## src/rtl/clock_pkg.sv

```systemverilog
// Shared types, limits and the BCD step helper for the BCD clock front panel.
package clock_pkg;

  typedef enum logic [1:0] {
    RUN   = 2'd0,
    SET_H = 2'd1,
    SET_M = 2'd2,
    SET_S = 2'd3
  } state_e;

  localparam logic [1:0] FS_NONE = 2'd0;
  localparam logic [1:0] FS_HOUR = 2'd1;
  localparam logic [1:0] FS_MIN  = 2'd2;
  localparam logic [1:0] FS_SEC  = 2'd3;

  localparam logic [7:0] SEC_MAX = 8'h59;
  localparam logic [7:0] MIN_MAX = 8'h59;

  localparam int FIELD_W  = 8;
  localparam int HOUR_LSB = 16;
  localparam int MIN_LSB  = 8;
  localparam int SEC_LSB  = 0;

  // One BCD step within 00..vmax with wrap; an illegal input snaps to 00.
  function automatic logic [7:0] bcd_step(input logic [7:0] v, input logic [7:0] vmax,
                                          input logic up);
    logic [3:0] tens, ones;
    logic [7:0] res;
    tens = v[7:4];
    ones = v[3:0];
    if (tens > 4'd9 || ones > 4'd9 || v > vmax)
      res = 8'h00;
    else if (up) begin
      if (v == vmax)        res = 8'h00;
      else if (ones == 4'd9) res = {tens + 4'd1, 4'd0};
      else                   res = {tens, ones + 4'd1};
    end else begin
      if (v == 8'h00)        res = vmax;
      else if (ones == 4'd0) res = {tens - 4'd1, 4'd9};
      else                   res = {tens, ones - 4'd1};
    end
    return res;
  endfunction

endpackage

```

## src/rtl/btn_debounce.sv

```systemverilog
// Button conditioner: 2-FF synchroniser, stability filter, one-cycle press pulse.
module btn_debounce #(
  parameter int DEB_CYCLES = 500000
) (
  input  logic clk,
  input  logic rst,
  input  logic i_btn,
  output logic o_pulse
);

  localparam int CW = $clog2(DEB_CYCLES + 1);

  logic [1:0]    r_sync;
  logic [CW-1:0] r_cnt;
  logic          r_level;
  logic          r_pulse;
  logic          w_accept;

  // The DEB_CYCLES-th consecutive differing sample commits the new level.
  assign w_accept = (r_sync[1] != r_level) && (r_cnt == CW'(DEB_CYCLES - 1));

  always_ff @(posedge clk or negedge rst) begin
    if (!rst) begin
      r_sync  <= 2'b00;
      r_cnt   <= '0;
      r_level <= 1'b0;
      r_pulse <= 1'b0;
    end else begin
      r_sync  <= {r_sync[0], i_btn};
      r_pulse <= w_accept && r_sync[1];
      if (r_sync[1] == r_level) begin
        r_cnt <= '0;
      end else if (w_accept) begin
        r_level <= r_sync[1];
        r_cnt   <= '0;
      end else begin
        r_cnt <= r_cnt + 1'b1;
      end
    end
  end

  assign o_pulse = r_pulse;

endmodule

```

## src/rtl/time_setter.sv

```systemverilog
// Front-panel time-setting controller: edits hour/minute/second of a BCD clock
// and hands the result back with a one-cycle load strobe.
module time_setter #(
  parameter int         DEB_CYCLES = 500000,
  parameter int         BLINK_DIV  = 12500000,
  parameter logic [7:0] HOUR_MAX   = 8'h23
) (
  input  logic        clk,
  input  logic        rst,
  input  logic        btn_mode,
  input  logic        btn_inc,
  input  logic        btn_dec,
  input  logic [23:0] cur_time,
  output logic        en,
  output logic        load,
  output logic [23:0] cin,
  output logic [1:0]  field_sel,
  output logic        blank
);

  import clock_pkg::*;

  localparam int BW = $clog2(BLINK_DIV + 1);

  logic          w_p_mode, w_p_inc, w_p_dec;
  logic          w_step;
  state_e        r_state, w_state_nxt;
  logic [23:0]   r_edit, w_edit_nxt;
  logic          r_load, w_load_nxt;
  logic [BW-1:0] r_blink_cnt;
  logic          r_blank;
  logic [7:0]    w_hour_nxt, w_min_nxt, w_sec_nxt;

  btn_debounce #(.DEB_CYCLES(DEB_CYCLES)) u_deb_mode (
    .clk(clk), .rst(rst), .i_btn(btn_mode), .o_pulse(w_p_mode));
  btn_debounce #(.DEB_CYCLES(DEB_CYCLES)) u_deb_inc (
    .clk(clk), .rst(rst), .i_btn(btn_inc), .o_pulse(w_p_inc));
  btn_debounce #(.DEB_CYCLES(DEB_CYCLES)) u_deb_dec (
    .clk(clk), .rst(rst), .i_btn(btn_dec), .o_pulse(w_p_dec));

  // A field edit needs exactly one of inc/dec and loses to a mode press.
  assign w_step = (w_p_inc ^ w_p_dec) && !w_p_mode && (r_state != RUN);

  assign w_hour_nxt = bcd_step(r_edit[HOUR_LSB +: FIELD_W], HOUR_MAX, w_p_inc);
  assign w_min_nxt  = bcd_step(r_edit[MIN_LSB  +: FIELD_W], MIN_MAX,  w_p_inc);
  assign w_sec_nxt  = bcd_step(r_edit[SEC_LSB  +: FIELD_W], SEC_MAX,  w_p_inc);

  always_comb begin
    w_state_nxt = r_state;
    w_edit_nxt  = r_edit;
    w_load_nxt  = 1'b0;
    case (r_state)
      RUN: begin
        if (w_p_mode) begin
          w_state_nxt = SET_H;
          w_edit_nxt  = cur_time;
        end
      end
      SET_H: begin
        if (w_p_mode)    w_state_nxt = SET_M;
        else if (w_step) w_edit_nxt[HOUR_LSB +: FIELD_W] = w_hour_nxt;
      end
      SET_M: begin
        if (w_p_mode)    w_state_nxt = SET_S;
        else if (w_step) w_edit_nxt[MIN_LSB +: FIELD_W] = w_min_nxt;
      end
      SET_S: begin
        if (w_p_mode) begin
          w_state_nxt = RUN;
          w_load_nxt  = 1'b1;
        end else if (w_step) begin
          w_edit_nxt[SEC_LSB +: FIELD_W] = w_sec_nxt;
        end
      end
      default: w_state_nxt = RUN;
    endcase
  end

  always_ff @(posedge clk or negedge rst) begin
    if (!rst) begin
      r_state <= RUN;
      r_edit  <= 24'h000000;
      r_load  <= 1'b0;
    end else begin
      r_state <= w_state_nxt;
      r_edit  <= w_edit_nxt;
      r_load  <= w_load_nxt;
    end
  end

  // Blink restarts on any state change or accepted edit so the field stays lit.
  always_ff @(posedge clk or negedge rst) begin
    if (!rst) begin
      r_blink_cnt <= '0;
      r_blank     <= 1'b0;
    end else if (r_state == RUN || w_state_nxt != r_state || w_step) begin
      r_blink_cnt <= '0;
      r_blank     <= 1'b0;
    end else if (r_blink_cnt == BW'(BLINK_DIV - 1)) begin
      r_blink_cnt <= '0;
      r_blank     <= ~r_blank;
    end else begin
      r_blink_cnt <= r_blink_cnt + 1'b1;
    end
  end

  always_comb begin
    field_sel = FS_NONE;
    case (r_state)
      SET_H:   field_sel = FS_HOUR;
      SET_M:   field_sel = FS_MIN;
      SET_S:   field_sel = FS_SEC;
      default: field_sel = FS_NONE;
    endcase
  end

  assign en    = (r_state == RUN);
  assign load  = r_load;
  assign cin   = r_edit;
  assign blank = r_blank;

endmodule

```

## config.mk

```make
export PLATFORM = sky130hd
export DESIGN_NAME = time_setter
export DESIGN_NICKNAME = d
export VERILOG_FILES = /design/src/rtl/clock_pkg.sv /design/src/rtl/btn_debounce.sv /design/src/rtl/time_setter.sv
export SDC_FILE = /design/constraint.sdc
export NUM_CORES = 1
export LEC_CHECK = 0
export CAP_MARGIN = 20
export CORE_AREA = 5 5 125 115
export CTS_CLUSTER_DIAMETER = 200
export DETAILED_ROUTE_END_ITERATION = 6
export DIE_AREA = 0 0 130 120
export HOLD_SLACK_MARGIN = 0.08
export PLACE_DENSITY = 0.87
export SYNTH_ARGS = -nofsm -noshare
export SYNTH_HDL_FRONTEND = slang
export SYNTH_SLANG_ARGS = --single-unit
```

## constraint.sdc

```tcl
create_clock -name clk -period 5.2 [get_ports clk]
set_clock_uncertainty 0.15 [all_clocks]
set_input_delay 0.52 -clock clk [delete_from_list [all_inputs] [get_ports clk]]
set_output_delay 0.52 -clock clk [all_outputs]
set_load 0.01 [all_outputs]
```

* After elaboration in Yosys (flattened, before gate mapping)
Index checks and enable logic that the tools add are counted. W data, S select, Z words.
Operators by class: reductions and logical operators 38, equal/unequal tests 33, $lt $le $gt $ge 9, multiplexer cells 46, add/sub/neg operators 16, bitwise operators 5
Operator list (number):
- $mux W8 | 24
- $mux W19 | 6
- $mux W24 | 3
- $add A19 B1 Y19 const B | 3
- $eq A19 B19 Y1 const B | 3
- $pmux W8 S2 | 3
- $add A24 B1 Y24 const B | 1
- $add A4 B1 Y4 const B | 6
- $eq A24 B24 Y1 const B | 1
- $gt A4 B4 Y1 const B | 6
- $logic_not A8 Y1 | 3
- $sub A4 B1 Y4 const B | 6
- $reduce_and A6 Y1 | 3
- $eq A8 B7 Y1 const B | 2
- $gt A8 B7 Y1 const B | 2
- $ne A5 B4 Y1 const B | 3
- $ne A5 B5 Y1 const B | 3
- $eq A4 B4 Y1 const B | 3
- $logic_not A4 Y1 | 3
- $ne A2 B2 Y1 const B | 6
- $reduce_and A4 Y1 | 3
- $reduce_bool A2 Y1 | 5
- $eq A8 B6 Y1 const B | 1
- $gt A8 B6 Y1 const B | 1
- other kinds (17) | 47
Word-level totals: bits in registers 121, word-level logic and storage cells 169

* Depth between registers and ports, before layout
word-level depth 8, mapped depth 8, mapped depth without buffers 7

* Hierarchy
Synthesis repeated with hierarchy kept, for this count alone.
Unflattened totals: cell total of the unflattened synthesis 759, area total of the unflattened synthesis 7342.0 um2
By module, submodules not included:
- time_setter | sequential area each 1301.2 um2, times used 1, area each 3941.3 um2, cells each 450
- btn_debounce | sequential area each 575.6 um2, times used 3, area each 1133.6 um2, cells each 103

* Worst setup path before layout
No wires, ideal clock.
kind register -> register, start register r_edit[16], in the netlist cin[16], end register r_edit[20], in the netlist cin[20], stages on the path, launching flop included 8, slack 2977 ps, path buffers 0, clock period less this slack 2223 ps, required time 4971 ps, arrival 1993 ps, library setup time 79 ps, cells stage by stage dfrtp_1 -> inv_1 -> ha_1 -> or2_2 -> a21oi_1 -> nor3_4 -> a21oi_2 -> mux2i_1
On the way: cells in the longest elaborated chain, start to end 7
Ends and longest elaborated chain:
- start, declared | RTL line time_setter.sv:28 | logic [23:0] r_edit, w_edit_nxt;
- start signal, assigned | RTL line time_setter.sv:86 | r_edit <= w_edit_nxt;
- branches (longest 7 deep; another with $gt A8 B6 Y1)
Several ways; the timed one is not identified. The select of a mux whose other input is x is not followed. A chain may end at the register's enable or synchronous reset.

* Worst setup path after layout
start register r_state[0], end output en
On the way: cells in the longest elaborated chain, start to end 1
Ends and longest elaborated chain:
- start, declared | RTL line time_setter.sv:27 | state_e r_state, w_state_nxt;
- start signal, assigned | RTL line time_setter.sv:85 | r_state <= w_state_nxt;
- $logic_not A2 Y1 | RTL line time_setter.sv:117 | assign en = (r_state == RUN);
- end, declared | RTL line time_setter.sv:14 | output logic en,
Every way passes these cells.

==> summary.txt <==
Post-synth cell types: 76
Cell area power density: 273 nW/µm²
Cts hold-fix bufs: 0
Leak Pwr: 3.30 nW
Synthesized Nets: 802
Clk Tree Root Cell: clkbuf_16
Maximum vdd drop: 0.000291 V
Height of the die: 120 µm
Post-Syn Area: 6940 µm²
Postcts setup bufs: 0
Post-route minimum period: 2.55 ns
Cells after synthesis: 756
Synth Register Bits: 121
Global placer's final weighted congestion: 0.878
Post-synth EDFFs: 0
Max frequency: 0.392 GHz
Final core utilization: 62.9%
WL final: 14500 µm
CORE AREA: 13000 µm²
TritonCTS Sinks: 121
I/O pins: 58
Total number of vias: 5553
Port bufs: 57
Iteration-0 DRC Markers: 484
Max-slew violations: 0
Final nets: 845
Layout area overhead: 17.9%
Most common cell in the netlist: nor2_1
Vias in the first global route: 5282
Initial Util: 53.4%
WP data arrival: 1.88 ns
Post-synth top area share: 43.6%
Largest net degree at the start of global routing: 80
Clock latency on the worst-skew pair: 0.42 ns
CTS buffer count: 17
Synth top cells by count: nor2_1, dfrtp_1, nand2_1, nand3_1, xnor2_1
Final ANT Viol Nets: 0
Die Width: 130 µm
Layout cells sized above 1: 7.27%
TNS Setup: 0 ns
Total global-route track usage: 19.9%
Worst Tran Pin Value: 0.970 ns
First-pass GRT wire length: 25300 µm
Kind of end point of the critical path: output port
Grt ovf: 0
Ys async rst share: 100%
Warnings, synthesis: 0
Register area share after synthesis: 43.6%
Relative slew slack: 35.3%
Worst EP required: 4.53 ns
Crit-path max FO: 12
HP Class: in -> async
Avg WL per Cell: 14.8 µm
Final setup fails: 0
1st-pass router iterations: 4
Clk buf depth: 2
Count of final hold-check violations: 0
Critical path class: reg -> out
Number of max-cap violations: 0
Top FF cell, synth: dfrtp_1
Number of H-tree levels: 4
CP startpoint kind: register
Via density per instance: 5.67
RSZ-0062 raised after global routing: false
Clock transition at path regs: 0.06 ns
CTS tree: built
Cell taking the most area after synthesis: dfrtp_1
Die area: 15600 µm²
Fin crit share: 49.1%
Core Rows: 40
Cts repair resizes: 0
DR DRC count: 0
Status: finished, final reports clean
Largest cells by area after synthesis: dfrtp_1, nor2_1, xnor2_1, xor2_1, nand2_1
Initial antenna violation count: 0
Dpl hpwl: 9790 µm
Antenna diode count: 0
Avg Inst Size Synth: 9.18 µm²
==> per-layer routing <==
metal	wire [µm]	vias up	track usage, %
met1	6700	2684	27.5
li1	-	2736	-
met5	0	-	0
met2	6780	112	30.2
met3	795	21	5.74
met4	266	0	6.43
==> area by class of cell <==
cell class | count | area [µm²]
sequential | 121 | 3030
fill | 1049 | 4830
inverter | 28 | 105
timing repair buffer | 60 | 591
clock inverter | 15 | 190
multi-input combinational | 571 | 3630
tap | 168 | 210
clock buffer | 17 | 425
==> logic make-up after synthesis <==
logic type | count (synthesis) | share of synthesized area [%]
xor+xnor | 85 | 10.7
flops | 121 | 43.6
fa+ha+maj | 17 | 3.06
buf+inv | 64 | 4.04
mux | 8 | 1.21
simple gates | 359 | 26.7
compound gates | 102 | 10.6
==> flip-flops by register name, indices dropped and copies added, names as in the netlist <==
name,cells
r_blink_cnt,24
r_state,2
u_deb_mode.r_cnt,19
u_deb_mode.r_sync,2
u_deb_inc.r_level,1
blank,1
u_deb_inc.r_cnt,19
cin,24
load,1
u_deb_inc.r_sync,2
u_deb_dec.o_pulse,1
u_deb_dec.r_sync,2
u_deb_inc.o_pulse,1
u_deb_dec.r_level,1
u_deb_mode.o_pulse,1
u_deb_mode.r_level,1
u_deb_dec.r_cnt,19
==> power by group <==
part	switching, mW	internal [mW]	leakage [nW]
Clock	0.452	0.762	0.281
Combinational	0.0365	0.0286	1.42
Sequential	0.00642	0.950	1.60
==> per-stage QoR <==
step	cell area [µm²]	power [mW]	worst slack [ns]	cells	hold slack, ns
floorplan	6940	0.995	2.98	756	0.0744
global placement	7570	1.04	2.77	948	0.183
detailed placement	7570	1.04	2.72	948	0.188
CTS	8180	2.26	2.63	980	0.151
global route	8180	2.32	2.56	980	0.190
finish	8180	2.24	2.65	980	0.0922
==> critical path, cell delays in order (launching register included) <==
cell	delay (ns)
dfrtp_1	0.52
nor2_1	0.33
clkdlybuf4s50_1	0.61
==> path summary, 6_finish.rpt <==
path	start	end	slack, ns	depth (start not counted)
setup / recovery	r_state[0]	en	2.65	2
hold / removal	rst	u_deb_dec.r_cnt[7]	0.09	1
setup reg to reg	u_deb_inc.o_pulse	cin[6]	2.68	6
hold reg to reg	u_deb_dec.r_sync[0]	u_deb_dec.r_sync[1]	0.20	0
max in group asynchronous	rst	u_deb_inc.r_cnt[18]	3.70	2
min in group clk	u_deb_dec.r_sync[0]	u_deb_dec.r_sync[1]	0.20	0
==> cell usage in the layout, fill, tap and decap left out, types with 14 or more instances in the layout <==
cell type	synthesis	final
nor2_1	127	127
dfrtp_1	121	121
nand2_1	58	58
clkdlybuf4s50_1	0	56
xnor2_1	43	43
nand3_1	43	43
xor2_1	42	42
inv_1	28	28
a21oi_1	22	22
and3_1	19	19
ha_1	17	17
clkbuf_16	0	17
nor3_1	15	15
nand4_1	14	14
No activity file was read; power rests on OpenSTA's default activity.
